## src/rtl/stopwatch_ctrl.sv

```systemverilog
// Stopwatch controller: turns button pulses into the divider run level,
// counts divider ticks as BCD mm:ss, and drives a lap-freezable display value.
module stopwatch_ctrl #(
   parameter int unsigned MIN_LIMIT = 59
) (
   input  logic       clk,
   input  logic       rst,
   input  logic       btn_ss,
   input  logic       btn_lap,
   input  logic       btn_clr,
   input  logic       tick,
   output logic       div_st,
   output logic       running,
   output logic       lap_act,
   output logic       ovf,
   output logic [3:0] disp_mt,
   output logic [3:0] disp_mo,
   output logic [3:0] disp_st,
   output logic [3:0] disp_so
);

   typedef enum logic [1:0] {
      S_IDLE  = 2'd0,
      S_RUN   = 2'd1,
      S_PAUSE = 2'd2,
      S_LAP   = 2'd3
   } state_e;

   typedef struct packed {
      logic [3:0] mt;
      logic [3:0] mo;
      logic [3:0] st;
      logic [3:0] so;
   } tm_t;

   localparam logic [3:0] LIM_T = 4'(MIN_LIMIT / 10);
   localparam logic [3:0] LIM_O = 4'(MIN_LIMIT % 10);

   state_e state_q, state_d;
   tm_t    live_q, live_d;
   tm_t    snap_q, snap_d;
   tm_t    disp_q, disp_d;
   tm_t    live_inc;
   logic   wrap;
   logic   count_en;
   logic   div_st_q, div_st_d;
   logic   running_q, running_d;
   logic   lap_act_q, lap_act_d;
   logic   ovf_q, ovf_d;

   // State register
   always_ff @(posedge clk) begin
      if (rst) begin
         state_q <= S_IDLE;
      end else begin
         state_q <= state_d;
      end
   end

   // Next-state logic; btn_clr outranks btn_ss, which outranks btn_lap
   always_comb begin
      state_d = state_q;
      unique case (state_q)
         S_IDLE: begin
            if (btn_ss && !btn_clr) state_d = S_RUN;
         end
         S_RUN: begin
            if (btn_clr)      state_d = S_IDLE;
            else if (btn_ss)  state_d = S_PAUSE;
            else if (btn_lap) state_d = S_LAP;
         end
         S_LAP: begin
            if (btn_clr)      state_d = S_IDLE;
            else if (btn_ss)  state_d = S_PAUSE;
            else if (btn_lap) state_d = S_RUN;
         end
         S_PAUSE: begin
            if (btn_clr)      state_d = S_IDLE;
            else if (btn_ss)  state_d = S_RUN;
         end
         default: state_d = S_IDLE;
      endcase
   end

   // BCD increment of the live count with wrap at MIN_LIMIT:59
   always_comb begin
      live_inc = live_q;
      wrap     = 1'b0;
      if (live_q.so != 4'd9) begin
         live_inc.so = live_q.so + 4'd1;
      end else begin
         live_inc.so = '0;
         if (live_q.st != 4'd5) begin
            live_inc.st = live_q.st + 4'd1;
         end else begin
            live_inc.st = '0;
            if (live_q.mt == LIM_T && live_q.mo == LIM_O) begin
               live_inc.mt = '0;
               live_inc.mo = '0;
               wrap        = 1'b1;
            end else if (live_q.mo != 4'd9) begin
               live_inc.mo = live_q.mo + 4'd1;
            end else begin
               live_inc.mo = '0;
               live_inc.mt = live_q.mt + 4'd1;
            end
         end
      end
   end

   // Count/snapshot update; a clear discards any coincident tick
   always_comb begin
      count_en = tick && (state_q == S_RUN || state_q == S_LAP);
      live_d   = live_q;
      snap_d   = snap_q;
      ovf_d    = 1'b0;
      if (btn_clr && state_q != S_IDLE) begin
         live_d = '0;
      end else if (count_en) begin
         live_d = live_inc;
         ovf_d  = wrap;
      end
      if (state_q == S_RUN && state_d == S_LAP) begin
         snap_d = live_d;
      end
   end

   // Output logic: levels follow the next state, display lags the count by one cycle
   always_comb begin
      div_st_d  = (state_d == S_RUN) || (state_d == S_LAP);
      running_d = div_st_d;
      lap_act_d = (state_d == S_LAP);
      disp_d    = (state_q == S_LAP) ? snap_q : live_q;
   end

   always_ff @(posedge clk) begin
      if (rst) begin
         live_q    <= '0;
         snap_q    <= '0;
         disp_q    <= '0;
         div_st_q  <= 1'b0;
         running_q <= 1'b0;
         lap_act_q <= 1'b0;
         ovf_q     <= 1'b0;
      end else begin
         live_q    <= live_d;
         snap_q    <= snap_d;
         disp_q    <= disp_d;
         div_st_q  <= div_st_d;
         running_q <= running_d;
         lap_act_q <= lap_act_d;
         ovf_q     <= ovf_d;
      end
   end

   assign div_st  = div_st_q;
   assign running = running_q;
   assign lap_act = lap_act_q;
   assign ovf     = ovf_q;
   assign disp_mt = disp_q.mt;
   assign disp_mo = disp_q.mo;
   assign disp_st = disp_q.st;
   assign disp_so = disp_q.so;

endmodule

```

## config.mk

```make
export PLATFORM = sky130hd
export DESIGN_NAME = stopwatch_ctrl
export DESIGN_NICKNAME = d
export VERILOG_FILES = /design/src/rtl/stopwatch_ctrl.sv
export SDC_FILE = /design/constraint.sdc
export NUM_CORES = 1
export LEC_CHECK = 0
export BUFFER_PORTS_ARGS = -buffer_cell sky130_fd_sc_hd__clkbuf_2
export CORE_ASPECT_RATIO = 0.75
export CORE_MARGIN = 2
export CORE_UTILIZATION = 38
export DETAILED_ROUTE_END_ITERATION = 8
export PLACE_DENSITY_LB_ADDON = 0.12
export RECOVER_POWER = 50
export SETUP_SLACK_MARGIN = 0.2
export SLEW_MARGIN = 10
export SYNTH_ARGS = -nofsm -noshare
export SYNTH_HDL_FRONTEND = slang
export SYNTH_SLANG_ARGS = --single-unit
export TNS_END_PERCENT = 10
```

## constraint.sdc

```tcl
create_clock -name clk -period 2.15 [get_ports clk]
set_clock_uncertainty 0.15 [all_clocks]
set_input_delay 0 -clock clk [delete_from_list [all_inputs] [get_ports clk]]
set_output_delay 0 -clock clk [all_outputs]
set_load 0.05 [all_outputs]
```

==> results.ini, run 1 <==
[run_status]
outcome=finished clean

[timing]
fin_crit_ns=1.90
setup_viol=0
slew_headroom_pct=52.9
rsz0062_at_grt=no
fin_setup_tns_ns=0
hold_ws_ns=0.0391
worst_pin_slew_ns=0.706
fmax_ghz=0.527
slew_violations=0
finalCritPeriodShare_pct=88.3
timing.final.hold_violations=0

[synthesis]
synth-seq-cells=52
yosysWarnings=0
post-synth-top-count-cell=dfxtp_1
yosys-top-cells-count=dfxtp_1 (52), nand2_1 (48), a21oi_1 (20)
ys_types=47
yosysSeqAreaShare_pct=48.7
synthFlopType=dfxtp_1
syn_nets=257
synth_area_leader_cell=dfxtp_1
yosys-top-cells-area=dfxtp_1 (49%), nand2_1 (8.4%), a21oi_1 (4.7%)
netlist.area_leader.share_pct=48.7
synth_edf_count=0
syn-cell-area_um2=2140
async_reset_ff_share_pct=0
avgSynthCellArea_um2=8.65
syn_inst=247

[route]
viasPerCell=4.90
routedWlPerCell_um=13.2
drt-initial-drc-count=79
ant_nets=0
drt_pass1_iterations=4
drt_wl_total_mm=4.73
vias=1758
drc=0

[job]
drv_cap=0

[worst_setup_path]
crit_arrival_ns=1.99
crit_path_start_kind=input pin
critPathKind=input pin to flip-flop
critical_path_required_ns=2.25
path_max_fanout=4
end_kind=flip-flop

[clock_tree]
cts.sinks=52
cts_buffers=5
htreeDepth=2
clk_pin_slew_ns=0.09
clock_latency_ns=0.30
cts_tree=built
clk_root_buffer_cell=clkbuf_8
cts_max_path_buffers=2

[global_routing]
grt_max_degree=17
antenna_found_initial=0
grt.total_usage_pct=16.0
grt_overflow_total=0
grt_pass1_wl_mm=7.70
grt_pass1_vias=1563

[placed_design]
placed_cell_area_um2=2360
routabilityCongestion=0.850
dp_hpwl_mm=3.43
io_buffers=25

[die]
rows=23
dieHeight_um=68.9
initial_core_util_pct=39.7
fp.dieW_um=90.6
boundaryPins=26
die-area_um2=6250
coreArea_um2=5380

[layout]
design_area_um2=2530
nNetsFinal=293
area_growth_pct=18.2
diodes=0
drive_gt1_share_pct=11.6

[power_and_ir_drop]
p_int_uw=1290
ir_drop_v=0.000336
power_density_nw_per_um2=653
p_sw_share_pct=21.9
p_clk_share_pct=36.8
seqPwrFrac_pct=58.7
total_leakage_power_uw=0.000931
p_comb_share_pct=4.5
p_sw_uw=362

[hold_path]
hold_class=input pin to flip-flop

## power groups by stage
stage                     Sequential, µW  Clock (µW)  Combinational [µW]
final                                969         607                74.1
after global routing                 970         664                80.0
after CTS                            971         622                72.2
after detailed placement             993           0                65.9
after global placement               993           0                66.3
after floorplan                      996           0                38.2
## placed cells by master (no fill, tap or decap), types with 2 or more instances in the layout
master         instances
mux2i_1                5
dfxtp_1               49
ha_1                   4
dfxtp_2                2
xor2_1                 3
xnor2_1                4
clkbuf_2               4
o22a_1                 3
buf_4                 11
nand3_1                9
nand4_1                4
dlygate4sd3_1          6
nor2_1                19
a21oi_1               20
o31ai_1                2
nand2_1               48
nor3_1                 4
clkbuf_8               5
o211ai_1               2
and3_1                 3
inv_1                  6
clkbuf_1              22
o21ai_0               14
nand2b_1               6
a31oi_1                2
## what timing repair did
action,4_1_cts,5_1_grt
gates resized for setup,0,5
hold buffers,6,0
buffers inserted,0,1
hold endpoints to repair,21,0
setup endpoints to repair,0,8
## path summary, 6_finish.rpt
check,endpoint,from,slack [ns],cells after the start
setup reg to reg,snap_q[14],state_q[0],0.26,4
hold / removal,snap_q[10],btn_clr,0.04,3
setup / recovery,snap_q[14],rst,0.25,6
hold reg to reg,disp_st[0],snap_q[4],0.30,2
## layout make-up
class                      count  area, µm²
fill                         560       2860
inverter                       6       22.5
clock inverter                 1       5.00
clock buffer                   7       97.6
tap                           75       93.8
timing repair buffer          43        253
sequential                    52       1050
multi-input combinational    175       1010
## through the flow
stage,cells,power [µW],setup slack (ns),utilization (%)
CTS,358,1660,0.205,46.9
floorplan,247,1030,0.142,-
global placement,344,1060,0.241,43.9
finish,359,1650,0.252,46.9
global route,359,1710,0.197,46.9
detailed placement,344,1060,0.222,43.9
## routing by layer
metal,part of all wire [%],GRT usage (%)
met1,56,23.3
met2,41,23.8
met3,2.7,3.70
met4,0.59,4.04
met5,0,0
## flip-flops by register name, indices dropped and copies added (netlist names)
name and cells:
disp_st 4, snap_q 16, ovf 1, lap_act 1, disp_so 4, live_q 16
disp_mo 4, disp_mt 4, state_q 2
## critical path: stages
cell and delay (ns):
dlygate4sd3_1 0.53, clkbuf_1 0.13, or4b_4 0.50, or2_1 0.27
or4b_1 0.47, nand3_1 0.09
## kinds of logic after synthesis
logic type / after synthesis / synth area share [%]
AOI/OAI and AO/OA: 50 / 14.0
xor gates and xnor gates: 7 / 2.87
adders and majority gates: 4 / 2.34
and+or+nand+nor: 109 / 24.9
DFF: 52 / 48.7
buffers and inverters: 20 / 4.86
muxes: 5 / 2.34
Note: power is estimated with default switching activity, not from simulation.
==> run 2, diff against run 1 <==
- ABC_AREA: not set -> 1
==> results.ini, run 2 <==
[synthesis]
syn_inst=300  ; was 247
yosys-top-cells-count=nand2_1 (62), dfxtp_1 (52), nor2_1 (33)  ; was dfxtp_1 (52), nand2_1 (48), a21oi_1 (20)
synth_area_leader_cell=dfxtp_1  ; unchanged
async_reset_ff_share_pct=0  ; unchanged
synth_edf_count=0  ; unchanged
synth-seq-cells=52  ; unchanged
syn_nets=310  ; was 257
yosysSeqAreaShare_pct=46.1  ; was 48.7%
yosys-top-cells-area=dfxtp_1 (46%), nand2_1 (10%), o21ai_0 (5.8%)  ; was dfxtp_1 (49%), nand2_1 (8.4%), a21oi_1 (4.7%)
avgSynthCellArea_um2=7.52  ; was 8.65 µm²
syn-cell-area_um2=2260  ; was 2140 µm²
ys_types=25  ; was 47
yosysWarnings=0  ; unchanged
post-synth-top-count-cell=nand2_1  ; was dfxtp_1
synthFlopType=dfxtp_1  ; unchanged
netlist.area_leader.share_pct=46.1  ; was 48.7%

[worst_setup_path]
path_max_fanout=12  ; was 4
worst_path_max_delay_cell=dfxtp_2  ; was dlygate4sd3_1
critPathKind=flip-flop to flip-flop  ; was input pin to flip-flop
path_delay_family=simple AND/OR/NAND/NOR gates  ; unchanged
crit_arrival_ns=1.80  ; was 1.99 ns
crit_buf_inv=0  ; was 2
end_kind=flip-flop  ; unchanged
crit_path_start_kind=flip-flop  ; was input pin
cpPeakStageDelay_ns=0.48  ; was 0.53 ns
critical_path_required_ns=2.20  ; was 2.25 ns
path_cells=nand3_2 > nor2_4 > nand3_1 > nand2_1 > nor2_1 > and2_1  ; was dlygate4sd3_1 > clkbuf_1 > or4b_4 > or2_1 > or4b_1 > nand3_1

[clock_tree]
cts.sinks=52  ; unchanged
clock_latency_ns=0.30  ; about the same
cts_max_path_buffers=2  ; unchanged
clk_root_buffer_cell=clkbuf_8  ; unchanged
cts_buffers=5  ; unchanged
htreeDepth=2  ; unchanged
clk_pin_slew_ns=0.09  ; about the same
cts_tree=built  ; unchanged

[timing]
slew_headroom_pct=60.5  ; was 52.9%
fin_setup_tns_ns=0  ; unchanged
slew_violations=0  ; unchanged
finalCritPeriodShare_pct=81.1  ; was 88.3%
worst_pin_slew_ns=0.595  ; was 0.706 ns
timing.final.hold_violations=0  ; unchanged
setup_viol=0  ; unchanged
fin_crit_ns=1.74  ; was 1.90 ns
fmax_ghz=0.574  ; was 0.527 GHz
rsz0062_at_grt=no  ; unchanged

[power_and_ir_drop]
p_sw_uw=363  ; was 362 µW
p_clk_share_pct=33.1  ; was 36.8%
seqPwrFrac_pct=61.5  ; was 58.7%
ir_drop_v=0.000280  ; was 0.000336 V
power_density_nw_per_um2=608  ; was 653 nW/µm²
total_leakage_power_uw=0.00108  ; was 0.000931 µW
p_comb_share_pct=5.4  ; was 4.5%
p_int_uw=1220  ; was 1290 µW
p_sw_share_pct=23.0  ; was 21.9%

[hold_path]
hold_class=flip-flop to flip-flop  ; was input pin to flip-flop

[route]
viasPerCell=4.95  ; was 4.90
vias=2061  ; was 1758
ant_nets=0  ; unchanged
drc=0  ; unchanged
drt_pass1_iterations=4  ; unchanged
routedWlPerCell_um=12.5  ; was 13.2 µm
drt_wl_total_mm=5.19  ; was 4.73 mm
drt-initial-drc-count=110  ; was 79

[die]
rows=24  ; was 23
dieHeight_um=70.7  ; was 68.9 µm
initial_core_util_pct=39.1  ; was 39.7%
coreArea_um2=5770  ; was 5380 µm²
fp.dieW_um=93.0  ; was 90.6 µm
die-area_um2=6580  ; was 6250 µm²
boundaryPins=26  ; unchanged

[global_routing]
grt_pass1_vias=1803  ; was 1563
grt.total_usage_pct=17.1  ; was 16.0%
grt_max_degree=33  ; was 17
grt_pass1_wl_mm=8.85  ; was 7.70 mm
grt_overflow_total=0  ; unchanged
antenna_found_initial=0  ; unchanged

[layout]
drive_gt1_share_pct=10.4  ; was 11.6%
layout_commonest_cell=nand2_1  ; was dfxtp_1
fin_util_pct=45.1  ; was 46.9%
final_cell_mix=nand2_1 (63), dfxtp_1 (51), nor2_1 (33)  ; was dfxtp_1 (49), nand2_1 (48), clkbuf_1 (22)
final_cells=416  ; was 359
nNetsFinal=348  ; was 293
area_growth_pct=15.1  ; was 18.2%
largestRegisters=live_q: 16 flops, snap_q: 16 flops  ; unchanged
n_fill_cell=649  ; was 560
diodes=0  ; unchanged

[placed_design]
place_inst=398  ; was 344
io_buffers=25  ; unchanged
dp_hpwl_mm=3.65  ; was 3.43 mm
routabilityCongestion=0.886  ; was 0.850

[run_status]
outcome=finished clean  ; unchanged

[job]
drv_cap=0  ; unchanged

-- run 2: cell count changes after synthesis, sizes merged, moves of 3 or more --
cell    change
nor2       +21
o21ai      +15
clkbuf      -3
xor2        -3
o22a        -3
xnor2       -4
nand3      +13
nand2b      -6
inv        +26
nand2      +15
nand4      +10
nor3        +3
mux2i       -5
-- run 2: kinds of logic (layout without fill, tap and decap cells) --
logic type               after synthesis  after routing  share of synthesized area, %
buffers and inverters                 43             81                          8.65
AO/OA/AOI/OAI                         51             51                          12.0
adder cells (fa/ha/maj)                4              4                          2.22
AND/OR/NAND/NOR                      150            150                          31.0
flip-flops                            52             52                          46.1
-- run 2: worst paths after layout --
kind	endpoint	cells past startpoint	startpoint	slack, ns
worst max-delay path	live_q[10]	6	state_q[0]	0.41
worst min-delay path	snap_q[6]	2	snap_q[6]	0.30
worst max register to register	live_q[10]	6	state_q[0]	0.41
worst min register to register	snap_q[6]	2	snap_q[6]	0.30
-- run 2: worst min-delay path: cells and delay by family (launching register included) --
kind          cells  cell delay, ns
simple gates      2            0.10
flops             1            0.32
-- run 2: cell type report --
type	instances	area [µm²]	area share [%]
clock buffers	6	72.6	2.79
flip-flops and latches	52	1040	40.1
repair buffers	42	243	9.34
clock inverters	1	5.00	0.193
inverters	32	120	4.62
multi-input cells	205	1020	39.2
well taps	78	97.6	3.76
-- run 2: routing by layer --
layer	vias up	part of all wire, %	global-route usage, %	wire length [µm]
met5	-	0	0	0
met4	0	1.6	6.70	84
met3	8	4.5	3.73	233
met2	52	41	24.2	2130
met1	947	53	25.3	2740
li1	1054	-	-	-
-- run 2: what timing repair did --
item,in CTS,in global routing
endpoints found under the hold margin,13,0
setup buffers,0,4
gates resized for setup,0,1
hold buffers,7,0
endpoints found under the setup margin,0,28
-- run 2: power by group through the flow --
| stage | combinational (µW) | sequential (µW) | clock (µW) |
|---|---|---|---|
| finish | 85.1 | 972 | 522 |
| global route | 95.4 | 973 | 580 |
| CTS | 87.0 | 971 | 549 |
| detailed placement | 77.9 | 994 | 0 |
| global placement | 78.5 | 994 | 0 |
| floorplan | 51.3 | 998 | 0 |
-- run 2: per-stage QoR --
stage          hold WS (ns)  total power [µW]  worst slack, ns  instance area (µm²)
6_report              0.302              1580            0.407                 2600
3_5_place_dp          0.211              1070            0.201                 2450
5_1_grt               0.323              1650            0.256                 2600
3_3_place_gp          0.216              1070            0.281                 2450
2_1_floorplan       -0.0619              1050            0.317                 2260
4_1_cts               0.305              1610            0.202                 2600
==> run 3, diff against run 2 <==
- clock period: 2.15 -> 1.6 ns (I/O delays scaled with it)
==> results.ini, run 3 (synthesis results as in run 2) <==
[run_status]
outcome=finished clean  ; unchanged

[job]
drv_cap=0  ; unchanged

[power_and_ir_drop]
total_leakage_power_uw=0.00123  ; was 0.00108 µW
p_clk_share_pct=33.5  ; was 33.1%
p_int_uw=1650  ; was 1220 µW
power_density_nw_per_um2=738  ; was 608 nW/µm²
p_sw_share_pct=24.4  ; was 23.0%
p_sw_uw=532  ; was 363 µW
seqPwrFrac_pct=59.6  ; was 61.5%
ir_drop_v=0.000498  ; was 0.000280 V
p_comb_share_pct=6.9  ; was 5.4%

[layout]
largestRegisters=live_q: 16 flops, snap_q: 16 flops  ; unchanged
final_cell_mix=nand2_1 (52), dfxtp_1 (42), inv_1 (29)  ; was nand2_1 (63), dfxtp_1 (51), nor2_1 (33)
seq_area_um2=1060  ; was 1040 µm²
multi_input_comb_area_um2=1160  ; was 1020 µm²
fin_util_pct=51.3  ; was 45.1%
diodes=0  ; unchanged
final_cells=439  ; was 416
area_growth_pct=31.1  ; was 15.1%
n_fill_cell=586  ; was 649
design_area_um2=2960  ; was 2600 µm²
layout_commonest_cell=nand2_1  ; unchanged
drive_gt1_share_pct=26.6  ; was 10.4%
nNetsFinal=371  ; was 348

[clock_tree]
cts_tree=built  ; unchanged
clk_pin_slew_ns=0.09  ; about the same
htreeDepth=2  ; unchanged
clk_root_buffer_cell=clkbuf_8  ; unchanged
cts_max_path_buffers=2  ; unchanged
cts.sinks=52  ; unchanged
cts_buffers=5  ; unchanged
clock_latency_ns=0.30  ; about the same

[die]
dieHeight_um=70.7  ; unchanged
initial_core_util_pct=39.1  ; unchanged
rows=24  ; unchanged
die-area_um2=6580  ; unchanged
coreArea_um2=5770  ; unchanged
fp.dieW_um=93.0  ; unchanged
boundaryPins=26  ; unchanged

[worst_setup_path]
end_kind=flip-flop  ; unchanged
critPathKind=flip-flop to flip-flop  ; unchanged
worst_path_max_delay_cell=dfxtp_4  ; was dfxtp_2
path_max_fanout=6  ; was 12
cpPeakStageDelay_ns=0.39  ; was 0.48 ns
crit_path_start_kind=flip-flop  ; unchanged
critical_path_required_ns=1.65  ; was 2.20 ns
crit_arrival_ns=1.62  ; was 1.80 ns
path_cells=buf_6 > nand2_4 > inv_1 > nand2_2 > nand3_2 > nor2_4 > nor2_4 > buf_6 > nor2_2 > nor2_1  ; was nand3_2 > nor2_4 > nand3_1 > nand2_1 > nor2_1 > and2_1

[route]
ant_nets=0  ; unchanged
viasPerCell=4.97  ; was 4.95
drt_wl_total_mm=5.86  ; was 5.19 mm
vias=2180  ; was 2061
routedWlPerCell_um=13.4  ; was 12.5 µm
drt_pass1_iterations=4  ; unchanged
drc=0  ; unchanged
drt-initial-drc-count=94  ; was 110

[timing]
setup_viol=0  ; unchanged
fin_crit_ns=1.57  ; was 1.74 ns
slew_headroom_pct=59.8  ; was 60.5%
fmax_ghz=0.638  ; was 0.574 GHz
finalCritPeriodShare_pct=98.0  ; was 81.1%
slew_violations=0  ; unchanged
hold_ws_ns=0.0485  ; was 0.302 ns
rsz0062_at_grt=yes  ; was no
timing.final.hold_violations=0  ; unchanged
worst_pin_slew_ns=0.606  ; was 0.595 ns
fin_setup_tns_ns=0  ; unchanged

[hold_path]
hold_class=input pin to flip-flop  ; was flip-flop to flip-flop

[global_routing]
antenna_found_initial=0  ; unchanged
grt_pass1_wl_mm=9.34  ; was 8.85 mm
grt_overflow_total=0  ; unchanged
grt_max_degree=33  ; unchanged
grt.total_usage_pct=18.2  ; was 17.1%
grt_pass1_vias=1914  ; was 1803

[placed_design]
place_inst=419  ; was 398
dp_hpwl_mm=3.97  ; was 3.65 mm
placed_cell_area_um2=2630  ; was 2450 µm²
routabilityCongestion=0.893  ; was 0.886
io_buffers=25  ; unchanged

run 3: layer usage:
layer	vias to the layer above	GRT usage (%)	wire, µm
met2	67	27.1	2530
met5	-	0	0
li1	1110	-	-
met1	996	26.3	2860
met3	7	4.58	407
met4	0	4.90	65
run 3: worst max-delay path, delay by kind of cell, from the launching register on:
kind,cells,cell delay (ns)
AND/OR/NAND/NOR,7,0.61
flip-flops,1,0.39
buffers and inverters,3,0.33
run 3: power groups by stage:
| stage | Clock (µW) | Combinational (µW) | Sequential [µW] |
|---|---|---|---|
| 2_1_floorplan | 0 | 72.4 | 1340 |
| 3_3_place_gp | 0 | 119 | 1340 |
| 3_5_place_dp | 0 | 118 | 1340 |
| 4_1_cts | 752 | 135 | 1300 |
| 5_1_grt | 803 | 164 | 1300 |
| 6_report | 732 | 150 | 1300 |
run 3: what timing repair did:
action	CTS	global route
hold endpoints to repair	15	0
hold buffers	6	0
buffers inserted	3	4
endpoints found under the setup margin	27	48
resized for setup	8	49
pin swaps	2	11
run 3: stage by stage:
stage               total power, µW  setup slack, ns
global placement               1450          -0.0632
global route                   2270          -0.0365
finish                         2180           0.0324
floorplan                      1410           0.0433
CTS                            2190           0.0240
detailed placement             1450          -0.0534
run 3: final timing paths:
kind                   start          to  slack, ns  cells past startpoint
setup / recovery  state_q[0]   snap_q[0]       0.03                     10
hold / removal        btn_ss  state_q[1]       0.05                      6
setup reg to reg  state_q[0]   snap_q[0]       0.03                     10
hold reg to reg   snap_q[14]  snap_q[14]       0.30                      2
run 3: area by class of cell:
| cell class | count | share of cell area [%] |
|---|---|---|
| multi-input combinational | 205 | 39.1 |
| sequential | 52 | 35.8 |
| timing repair buffer | 65 | 15.1 |
| inverter | 32 | 4.14 |
| tap | 78 | 3.30 |
| clock buffer | 6 | 2.45 |
| clock inverter | 1 | 0.169 |
